**src/rtl/vga_frame_capture.sv**
```systemverilog
// Purpose : capture one rectangular window of a VGA h/v-sync + RGB stream into a frame-buffer SRAM write port.
// Latency : wr_en/wr_addr/wr_data appear one clk after the pix_en cycle that hit the window; done one clk after the last write.
// Backpressure: none -- the SRAM write port is assumed always ready; pix_en low freezes counters and FSM.
//
// Ports: clk/reset (async, active-low); pix_en, h_sync_in, v_sync_in, red_in/green_in/blue_in from the video source;
//        start/busy/done/frame_err capture control and status; wr_en/wr_addr/wr_data SRAM write port.
// Optional build macro VGA_CAP_GRAY_EN: when defined, wr_data is a luma approximation (r + 2g + b) / 4
// instead of the red channel.
module vga_frame_capture #(
    parameter int CNT_W  = 10,
    parameter int WIN_H0 = 270,
    parameter int WIN_V0 = 52,
    parameter int WIN_W  = 300,
    parameter int WIN_H  = 300,
    parameter int ADDR_W = 18,
    parameter int DATA_W = 8
) (
    input  logic              clk,
    input  logic              reset,
    input  logic              pix_en,
    input  logic              h_sync_in,
    input  logic              v_sync_in,
    input  logic [7:0]        red_in,
    input  logic [7:0]        green_in,
    input  logic [7:0]        blue_in,
    input  logic              start,
    output logic              busy,
    output logic              done,
    output logic              frame_err,
    output logic              wr_en,
    output logic [ADDR_W-1:0] wr_addr,
    output logic [DATA_W-1:0] wr_data
);

    localparam logic [CNT_W-1:0]  CNT_MAX  = '1;
    localparam logic [CNT_W-1:0]  H_LO     = CNT_W'(WIN_H0);
    localparam logic [CNT_W-1:0]  H_HI     = CNT_W'(WIN_H0 + WIN_W - 1);
    localparam logic [CNT_W-1:0]  V_LO     = CNT_W'(WIN_V0);
    localparam logic [CNT_W-1:0]  V_HI     = CNT_W'(WIN_V0 + WIN_H - 1);
    localparam logic [ADDR_W-1:0] LAST_IDX = ADDR_W'(WIN_W * WIN_H - 1);

    typedef enum logic [1:0] {IDLE, ARMED, CAPTURE, DONE} state_t;

    state_t            state_q, state_d;
    logic              h_prev, v_prev;
    logic [CNT_W-1:0]  h_cnt, v_cnt, h_cnt_nxt, v_cnt_nxt;
    logic [ADDR_W-1:0] pix_idx;
    logic [DATA_W-1:0] pix_val;
    logic              h_rise, v_rise, win_hit, abort, cap_wr, accept;

    // Edges are only meaningful on pixel strobes; the history only advances on pix_en.
    assign h_rise = h_sync_in & ~h_prev;
    assign v_rise = v_sync_in & ~v_prev;

    always_comb begin
        h_cnt_nxt = h_rise ? '0 : ((h_cnt == CNT_MAX) ? h_cnt : h_cnt + 1'b1);
        if (v_rise)
            v_cnt_nxt = '0;
        else if (h_rise)
            v_cnt_nxt = (v_cnt == CNT_MAX) ? v_cnt : v_cnt + 1'b1;
        else
            v_cnt_nxt = v_cnt;
    end

    // Window test uses the post-update counter values of this strobe.
    assign win_hit = pix_en && (h_cnt_nxt >= H_LO) && (h_cnt_nxt <= H_HI)
                            && (v_cnt_nxt >= V_LO) && (v_cnt_nxt <= V_HI);

    assign accept = (state_q == IDLE) && start;
    assign abort  = (state_q == CAPTURE) && pix_en && v_rise;
    assign cap_wr = (state_q == CAPTURE) && win_hit && !v_rise;

`ifdef VGA_CAP_GRAY_EN
    logic [9:0] gray_sum;
    assign gray_sum = {2'b00, red_in} + {1'b0, green_in, 1'b0} + {2'b00, blue_in};
    assign pix_val  = DATA_W'(gray_sum[9:2]);
`else
    logic unused_gb;
    assign unused_gb = ^{green_in, blue_in};
    assign pix_val   = DATA_W'(red_in);
`endif

    always_ff @(posedge clk or negedge reset) begin
        if (!reset) begin
            h_prev <= 1'b0;
            v_prev <= 1'b0;
            h_cnt  <= '0;
            v_cnt  <= '0;
        end else if (pix_en) begin
            h_prev <= h_sync_in;
            v_prev <= v_sync_in;
            h_cnt  <= h_cnt_nxt;
            v_cnt  <= v_cnt_nxt;
        end
    end

    // FSM state register
    always_ff @(posedge clk or negedge reset) begin
        if (!reset)
            state_q <= IDLE;
        else
            state_q <= state_d;
    end

    // FSM next state
    always_comb begin
        state_d = state_q;
        case (state_q)
            IDLE:    if (start) state_d = ARMED;
            ARMED:   if (pix_en && v_rise) state_d = CAPTURE;
            CAPTURE: begin
                if (abort)
                    state_d = IDLE;
                else if (cap_wr && (pix_idx == LAST_IDX))
                    state_d = DONE;
            end
            DONE:    state_d = IDLE;
            default: state_d = IDLE;
        endcase
    end

    // FSM outputs
    always_comb begin
        busy = (state_q == ARMED) || (state_q == CAPTURE);
        done = (state_q == DONE);
    end

    // Write port and status; address is a running raster index, so no multiplier is needed.
    always_ff @(posedge clk or negedge reset) begin
        if (!reset) begin
            wr_en     <= 1'b0;
            wr_addr   <= '0;
            wr_data   <= '0;
            pix_idx   <= '0;
            frame_err <= 1'b0;
        end else begin
            wr_en <= 1'b0;
            if (accept) begin
                frame_err <= 1'b0;
                pix_idx   <= '0;
            end
            if (abort)
                frame_err <= 1'b1;
            if (cap_wr) begin
                wr_en   <= 1'b1;
                wr_addr <= pix_idx;
                wr_data <= pix_val;
                pix_idx <= pix_idx + 1'b1;
            end
        end
    end

endmodule

```
**config.mk**
```make
export PLATFORM = sky130hd
export DESIGN_NAME = vga_frame_capture
export DESIGN_NICKNAME = d
export VERILOG_FILES = /design/src/rtl/vga_frame_capture.sv
export SDC_FILE = /design/constraint.sdc
export NUM_CORES = 1
export LEC_CHECK = 0
export ABC_AREA = 1
export BUFFER_PORTS_ARGS = -buffer_cell sky130_fd_sc_hd__buf_2
export CAP_MARGIN = 20
export CORE_ASPECT_RATIO = 1.2
export CORE_MARGIN = 2
export CORE_UTILIZATION = 57
export CTS_CLUSTER_SIZE = 25
export DETAILED_ROUTE_END_ITERATION = 16
export PLACE_DENSITY = 0.82
export SYNTH_ARGS = -nofsm -noshare
export SYNTH_HDL_FRONTEND = slang
export SYNTH_SLANG_ARGS = --single-unit
export TNS_END_PERCENT = 20
```
**constraint.sdc**
```tcl
create_clock -name clk -period 2.2 [get_ports clk]
set_input_delay 0.11 -clock clk [delete_from_list [all_inputs] [get_ports clk]]
set_output_delay 0.11 -clock clk [all_outputs]
set_load 0.03 [all_outputs]
```
### After elaboration in Yosys (flattened, before gate mapping)

Index checks and enable logic that the tools add are counted.

* output and inout bits: 30
* bits in read-only memories: 0
* latch bits: 0
* memories: 0
* bits in writable memories: 0
* flip-flop bits (word level): 70
* word-level logic and storage cells: 62

* equal/unequal tests: 9
* shift operators: 0
* order comparisons: 4
* muxes and demuxes: 15
* $mul: 0
* bitwise gates (word level): 4
* reductions and logical operators: 17
* add/sub/neg operators: 3
* div/mod/pow operators: 0

Operator list (number)
* two-way mux 10 bit: 5
* two-way mux 18 bit: 2
* adder 10 x 1 -> 10 bit, second input constant: 2
* == test 10 bit, second input constant: 2
* adder 18 x 1 -> 18 bit, second input constant: 1
* == test 18 x 17 -> 1 bit, second input constant: 1
* logical AND 1 bit: 11
* >= comparator 10 x 6 -> 1 bit, second input constant: 1
* >= comparator 10 x 9 -> 1 bit, second input constant: 1
* less-or-equal comparator 10 bit, second input constant: 1
* less-or-equal comparator 10 x 9 -> 1 bit, second input constant: 1
* two-way mux 2 bit: 4
* one-hot mux 2 bit (4 select lines): 1
* == test 2 bit, second input constant: 2
* != test 2 bit, second input constant: 2
* nonzero test 2 bit: 2
* two-way mux 1 bit: 3
* != test 3 x 2 -> 1 bit, second input constant: 1
* AND reduction 3 bit: 1
* AND 1 bit: 2
* == test 2 x 1 -> 1 bit, second input constant: 1
* zero test 2 bit: 1
* NOT 1 bit: 2
* zero test 1 bit: 1
* logical OR 1 bit: 1

### Longest topological paths before layout

Gate-level depths: netlist of run 1.

* depth after elaboration: 14
* depth in mapped cells: 18

### Worst setup path before layout of run 1

No wires, ideal clock.

* path type: register -> register
* from: reg h_cnt[0]
* to: reg pix_idx[10]
* required time: 2068 ps
* library setup time: 132 ps
* buffers on the path: 1
* cell stages (with the launch flop): 15
* data arrival time: 1908 ps
* setup slack: 160 ps
* cells stage by stage: dfrtp_1 ha_1 nand2_2 nor2_4 nand3_4 nand3_1 nand2_1 nand3_1 o21ai_1 nand2_1 nor2_4 nand2_4 nand2_4 buf_6 o22ai_2

* cells in the longest elaborated chain, start to end: 11
* elaborated cells on any way between the ends: 14

Ends and longest elaborated chain
* from (decl): line 46 `logic [CNT_W-1:0] h_cnt, v_cnt, h_cnt_nxt, v_cnt_nxt;`
* from (signal assigned): line 92 `h_cnt <= h_cnt_nxt;`
* adder 10 x 1 -> 10 bit or == test 10 bit (tied branches): line 56 `h_cnt_nxt = h_rise ? '0 : ((h_cnt == CNT_MAX) ? h_cnt : h_cnt + 1'b1);`
* two-way mux 10 bit (*) (2 in series): line 56
* >= comparator 10 x 9 -> 1 bit: line 66 `assign win_hit = pix_en && (h_cnt_nxt >= H_LO) && (h_cnt_nxt <= H_HI)`
* logical AND 1 bit: line 66
* logical AND 1 bit (*): line 66
* logical AND 1 bit (*) (2 in series): line 67 `&& (v_cnt_nxt >= V_LO) && (v_cnt_nxt <= V_HI);`
* logical AND 1 bit (*) (2 in series): line 71 `assign cap_wr = (state_q == CAPTURE) && win_hit && !v_rise;`
* two-way mux 18 bit or nonzero test 2 bit (tied branches)
* to (signal assigned): line 148 `pix_idx <= pix_idx + 1'b1;`
* to (decl): line 47 `logic [ADDR_W-1:0] pix_idx;`

Every way passes the cells marked *; elsewhere a longest branch is shown, timed or not.
A chain may end at the register's enable or synchronous reset.

### Final worst setup path of run 1

* from: reg h_cnt[1]
* to: reg wr_addr[17]

* cells in the longest elaborated chain, start to end: 10
* elaborated cells on any way between the ends: 12

Ends and longest elaborated chain
* adder 10 x 1 -> 10 bit or == test 10 bit (tied branches): line 56
* two-way mux 10 bit (*) (2 in series): line 56
* >= comparator 10 x 9 -> 1 bit: line 66
* logical AND 1 bit: line 66
* logical AND 1 bit (*): line 66
* logical AND 1 bit (*) (2 in series): line 67
* logical AND 1 bit (*) (2 in series): line 71
* to (signal assigned): line 146 `wr_addr <= pix_idx;`
* to (decl): line 31 `output logic [ADDR_W-1:0] wr_addr,`

Marks and branches as above.

==> run summary, run 1 <==
Ys Warns: 0
GRT Total Usage: 24.5%
Cells after Synth: 494
DP Worst Slack: -0.0863 ns
Starting DRT DRC Count: 208
Max Buffers Root-to-Sink: 2
clock share of power: 24.3%
Core Rows: 32
post-DP HPWL: 5.75 mm
fin crit share: 101%
FILL cells: 455
Hold WC Path Type: in2reg
CTS tree: done
# Max-Cap Violations: 0
Final setup viols: 7
clk slew on worst S/H paths: 0.07 ns
crit end category: flop
async set-reset flop share out of synthesis: 100%
RSZ-0062 raised after global routing: true
Syn Area/Cell: 7.85 um^2
# port buffers: 43
failing checks: setup timing
leakage power: 2.37 nW
dominant synthesized flop cell: dfrtp_1
Mapped Nets: 532
Slew Limit Fails: 0
Inserted Clock Buffers: 9
Slew HR: 73.7%
Final min period: 2.23 ns
Antenna diodes: 0
worst-path maximum fanout: 6
post-route ant nets: 0
CP startpoint kind: flop
WP data arrival: 2.47 ns
Root Buffer: clkbuf_8
wire per inst: 13.8 um
clk sinks: 70
final WL: 9.12 mm
Netlist cell types: 36
sequential cell area: 1750 um^2
switching fraction of total power: 38.0%
ratio of cells with drive above 1 in the final layout: 26.1%
Fmax: 448 MHz
Seq/Total Area, Yosys: 45.1%
clock skew: 0.00698 ns
Die W: 79.3 um
Syn Std Cell Area: 3880 um^2
largest net degree at the start of global routing: 71
Placer Congestion: 0.893
critical path type: reg2reg
NetSw: 0.00141 W
core box area: 6530 um^2
largest cells by area after synthesis: dfrtp_1 45%, nand2_1 15%, nand3_1 5.4%, inv_1 5.0%, o21ai_0 4.3%
vias per inst: 5.47
Gate power share: 32.4%
slew of the pin with the lowest slew margin: 0.391 ns
Hold Fails Final Rpt: 0
boundary pin count: 60
Flop pwr share: 43.2%
die area: 7490 um^2
setup slack, reg-to-reg: -0.03 ns
number of global-route vias before repair: 3311
status: complete, but fails checks
Pre-Repair DR Iteration Count: 5
first-pass GRT wire length: 14.5 mm
internal power: 0.00230 W
area leader, netlist: dfrtp_1
initial antenna violation count: 0
net count reported at finish: 611
total grt overflow: 0
Worst Path Required: 2.44 ns
Post-synth EDFFs: 0
H-tree depth: 3
total number of vias: 3625
Pwr per Cell Area: 765 nW/um^2
Clk Latency, worst-skew pair: 0.35 ns
Final WS setup: -0.0298 ns
Residual DRC: 0
synthesized flop and latch total: 70
Syn-to-layout area delta: 25.0%
multi-input logic area: 2010 um^2
share of the synthesized area in the top cell type: 45.1%
worst vdd ir: 0.000622 V
effective utilization at floorplan: 59.5%
Die Y: 94.4 um
Core Util, Final: 74.3%
==> cells in the mapped netlist (3+ instances only) <==
| library cell | n |
|---|---|
| nand2_1 | 152 |
| dfrtp_1 | 70 |
| inv_1 | 52 |
| nand3_1 | 42 |
| o21ai_0 | 33 |
| nor2_1 | 32 |
| o21ai_1 | 18 |
| xor2_1 | 12 |
| o22ai_2 | 9 |
| ha_1 | 8 |
| nor3_1 | 8 |
| nand4_1 | 6 |
| a21oi_1 | 4 |
| clkbuf_1 | 4 |
| nor2_4 | 4 |
| o22ai_1 | 4 |
| buf_2 | 3 |
| buf_6 | 3 |
| nand2_2 | 3 |
| nor4_1 | 3 |
| o211ai_1 | 3 |
==> what timing repair did <==
item | 4_1_cts | 5_1_grt
gates cloned | 1 | 1
setup buffers | 3 | 4
gates resized for setup | 18 | 45
endpoints found under the hold margin | 80 | 0
endpoints found under the setup margin | 41 | 46
pin swaps | 7 | 15
hold buffers | 11 | 0
==> cell type report <==
class | count | share of cell area (%)
timing repair buffer | 81 | 12.5
tap | 85 | 2.19
clock buffer | 10 | 2.63
sequential | 70 | 36.1
clock inverter | 6 | 0.800
multi-input combinational | 357 | 41.4
inverter | 54 | 4.28
==> through the flow <==
stage | TNS (ns) | instance area [um^2] | total power, W | instances | hold WS (ns)
floorplan | 0 | 3880 | 0.00236 | 494 | -0.186
global placement | -0.206 | 4290 | 0.00268 | 627 | 0.162
detailed placement | -1.13 | 4290 | 0.00272 | 627 | 0.165
CTS | -0.00120 | 4660 | 0.00365 | 658 | 0.108
global route | -6.29 | 4850 | 0.00392 | 663 | 0.152
finish | -0.0748 | 4850 | 0.00371 | 663 | 0.133
==> critical path, stage by stage, from the launching register on <==
cell and delay [ns]:
dfrtp_1 0.42, ha_4 0.19, nand2_4 0.07, nor2_4 0.06
buf_4 0.13, nand2_1 0.07, nand3_2 0.09, nand3_1 0.15
nor2_1 0.07, o21ai_1 0.12, nand2_1 0.10, nor2_4 0.12
nand2_4 0.11, buf_6 0.16, buf_12 0.13, nand2_1 0.06
o21ai_1 0.06
==> placed cells by master (no fill, tap or decap), types with 6 or more instances in the layout <==
cell           instances
nand2_1              136
dfrtp_1               70
inv_1                 49
buf_2                 43
nand3_1               34
nor2_1                27
o21ai_1               25
o21ai_0               23
buf_4                 19
nand2_2               16
xor2_1                12
dlygate4sd3_1         11
nand3_2                9
o22ai_2                9
clkbuf_8               9
nor3_1                 8
nand4_1                6
nor2_2                 6
ha_1                   6
==> worst paths after layout <==
kind	cells past startpoint	start	end
min reg2reg	2	wr_data[6]$_DFFE_PN0P_	wr_data[6]$_DFFE_PN0P_
max in group asynchronous	3	reset	h_cnt[5]$_DFFE_PN0P_
max	16	h_cnt[1]$_DFFE_PN0P_	wr_addr[17]$_DFFE_PN0P_
max reg2reg	16	h_cnt[1]$_DFFE_PN0P_	wr_addr[17]$_DFFE_PN0P_
min in group asynchronous	3	reset	v_cnt[3]$_DFFE_PN0P_
min	3	pix_en	h_cnt[1]$_DFFE_PN0P_
==> power groups by stage <==
stage,combinational [W],sequential [W],clock (W)
final,0.00120,0.00160,0.000903
after global placement,0.00108,0.00160,0
after CTS,0.00115,0.00159,0.000921
after floorplan,0.000545,0.00181,0
after global routing,0.00132,0.00163,0.000970
after detailed placement,0.00111,0.00161,0
==> routing by layer <==
| metal | global-route usage, % | vias up | share of wire, % |
|---|---|---|---|
| met3 | 4.40 | 18 | 3.2 |
| met1 | 29.9 | 1755 | 42 |
| met5 | 0 | - | 0 |
| met2 | 42.3 | 81 | 52 |
| li1 | - | 1771 | - |
| met4 | 11.5 | 0 | 2.0 |
==> sequential cells by signal, indices dropped and copies added, names as in the netlist <==
name       count
wr_en          1
pix_idx       18
h_prev         1
h_cnt         10
v_cnt         10
frame_err      1
wr_data        8
state_q        2
wr_addr       18
v_prev         1
==> cell families (layout without fill, tap and decap cells) <==
group / after synthesis / in the layout / synth area share [%]
xor+xnor: 13 / 13 / 2.93
fa+ha+maj: 8 / 8 / 2.58
simple gates: 258 / 259 / 29.3
compound gates: 77 / 77 / 12.5
buf+inv: 68 / 151 / 7.48
flops: 70 / 70 / 45.1
Note: power is estimated with default switching activity, not from simulation.
==> run 2: changes to the inputs <==
==> constraint.sdc (replaced) <==
create_clock -name clk -period 2.2 [get_ports clk]
set_input_delay 0.44 -clock clk [delete_from_list [all_inputs] [get_ports clk]]
set_output_delay 0.44 -clock clk [all_outputs]
set_load 0.03 [all_outputs]
==> run summary, run 2 (synthesis results as in run 1) <==
status: complete, but fails checks
failing checks: setup timing
total number of vias: 3610 (-0.41%)
largest net degree at the start of global routing: 47 (-34%)
effective utilization at floorplan: 59.5% (unchanged)
Hold WC Path Type: in2async
Placer Congestion: 0.896 (+0.34%)
# port buffers: 43 (unchanged)
Final setup viols: 37 (+30)
Die Y: 94.4 um (unchanged)
Residual DRC: 0 (unchanged)
Pre-Repair DR Iteration Count: 4 (-1)
Pwr per Cell Area: 816 nW/um^2 (+6.6%)
net count reported at finish: 601 (-1.6%)
Fmax: 443 MHz (-1.2%)
final WL: 9.41 mm (+3.1%)
CTS tree: done
clk slew on worst S/H paths: 0.08 ns (about the same)
Antenna diodes: 0 (unchanged)
commonest non-fill, non-tap cell in the layout: nand2_1
worst vdd ir: 0.000616 V (-1.0%)
ratio of cells with drive above 1 in the final layout: 25.9% (-0.24 points)
boundary pin count: 60 (unchanged)
Worst Path Required: 2.45 ns (about the same)
final instance area: 4720 um^2 (-2.6%)
post-route ant nets: 0 (unchanged)
Final WS setup: -0.0560 ns (-0.0262 ns)
Syn-to-layout area delta: 21.7%
Core Util, Final: 72.4% (-1.9 points)
Final min period: 2.26 ns (+0.0262 ns)
# Max-Cap Violations: 0 (unchanged)
Clk Latency, worst-skew pair: 0.36 ns (about the same)
clock skew: 0.00908 ns (+0.00210 ns)
post-DP HPWL: 6.19 mm (+7.7%)
most frequent cells in the layout: 142 x nand2_1, 69 x dfrtp_1, 49 x inv_1, 43 x buf_2, 34 x nand3_1
WP data arrival: 2.50 ns (+0.03 ns)
first-pass GRT wire length: 15.4 mm (+6.4%)
number of global-route vias before repair: 3520 (+6.3%)
wire per inst: 14.4 um (+4.7%)
CP startpoint kind: flop
Largest regs: pix_idx x18, wr_addr x18
Max Buffers Root-to-Sink: 2 (unchanged)
core box area: 6530 um^2 (unchanged)
Setup TNS Final: -0.721 ns (-0.646 ns)
Slew HR: 61.7% (-12 points)
leakage power: 2.31 nW (-2.6%)
Inserted Clock Buffers: 9 (unchanged)
H-tree depth: 3 (unchanged)
Root Buffer: clkbuf_8
Hold Fails Final Rpt: 0 (unchanged)
Starting DRT DRC Count: 208 (unchanged)
worst hold margin: 0.0723 ns (-0.0610 ns)
vias per inst: 5.53 (+1.1%)
GRT Total Usage: 26.1% (+1.6 points)
die area: 7490 um^2 (unchanged)
critical path type: reg2reg
Die W: 79.3 um (unchanged)
Area after DPL: 4320 um^2 (+0.58%)
clk sinks: 70 (unchanged)
DP Worst Slack: -0.0479 ns (+0.0384 ns)
worst-path maximum fanout: 11 (+5)
Slew Limit Fails: 0 (unchanged)
slew of the pin with the lowest slew margin: 0.575 ns (+0.184 ns)
total grt overflow: 0 (unchanged)
crit end category: flop
fin crit share: 103% (+1.2 points)
initial antenna violation count: 0 (unchanged)
RSZ-0062 raised after global routing: true
Core Rows: 32 (unchanged)
## run 2: cell count changes in the layout (fill, tap and decap cells not counted), moves of 2 or more
cell | previous run | this run
nand2_2 | 16 | 11
buf_4 | 19 | 24
o21ai_1 | 25 | 23
nand2_4 | 5 | 3
buf_12 | 4 | 2
dlygate4sd3_1 | 11 | 0
nand2_1 | 136 | 142
clkbuf_8 | 9 | 11
## run 2: what timing repair did
action / 4_1_cts / 5_1_grt
hold buffers: 0 / 0
gates cloned: 1 / 0
buffers inserted: 0 / 4
endpoints found under the setup margin: 41 / 47
resized for setup: 15 / 36
pin swaps: 4 / 12
## run 2: final timing paths
kind,from,end,slack (ns),cells past startpoint
hold reg to reg,wr_data[6]$_DFFE_PN0P_,wr_data[6]$_DFFE_PN0P_,0.48,2
min in group clk,red_in[5],wr_data[5]$_DFFE_PN0P_,0.27,3
setup / recovery,h_cnt[0]$_DFFE_PN0P_,wr_addr[0]$_DFFE_PN0P_,-0.06,16
max in group asynchronous,reset,h_cnt[7]$_DFFE_PN0P_,1.63,2
setup reg to reg,h_cnt[0]$_DFFE_PN0P_,wr_addr[0]$_DFFE_PN0P_,-0.06,16
hold / removal,reset,v_cnt[3]$_DFFE_PN0P_,0.07,2
## run 2: where the power goes
part | switching, W | internal, W
Clock | 0.000509 | 0.000585
Combinational | 0.000756 | 0.000403
Sequential | 0.000140 | 0.00146
Total | 0.00140 | 0.00245
## run 2: final cells by class
cell class,count,area (um^2)
clock buffers,11,151
clock inverters,5,56.3
fillers,486,1800
inverters,54,205
multi-input cells,357,1990
flip-flops and latches,70,1750
well taps,85,106
repair buffers,71,458
## run 2: worst max-delay path, cell delays in order (launching register included)
cell and delay, ns:
dfrtp_1 0.40, ha_4 0.17, nand2_4 0.07, nor2_4 0.19, nand3_4 0.13, nand3_1 0.11, nand2_1 0.11, nand3_2 0.10
nor2_1 0.04, nand3_1 0.08, nand3_2 0.10, nor2_4 0.19, nand2_8 0.10, inv_4 0.07, buf_12 0.13, nand2_2 0.05
o21a_1 0.09
## run 2: through the flow
step                cells  total power [W]
global route          653          0.00407
detailed placement    632          0.00272
global placement      632          0.00267
floorplan             494          0.00236
finish                653          0.00385
CTS                   649          0.00382
## run 2: per-layer routing
metal  share of wire (%)  global-route usage (%)
met1                  40                    30.8
met2                  52                    45.3
met3                 4.5                    5.07
met4                 3.3                    13.4
met5                   0                       0
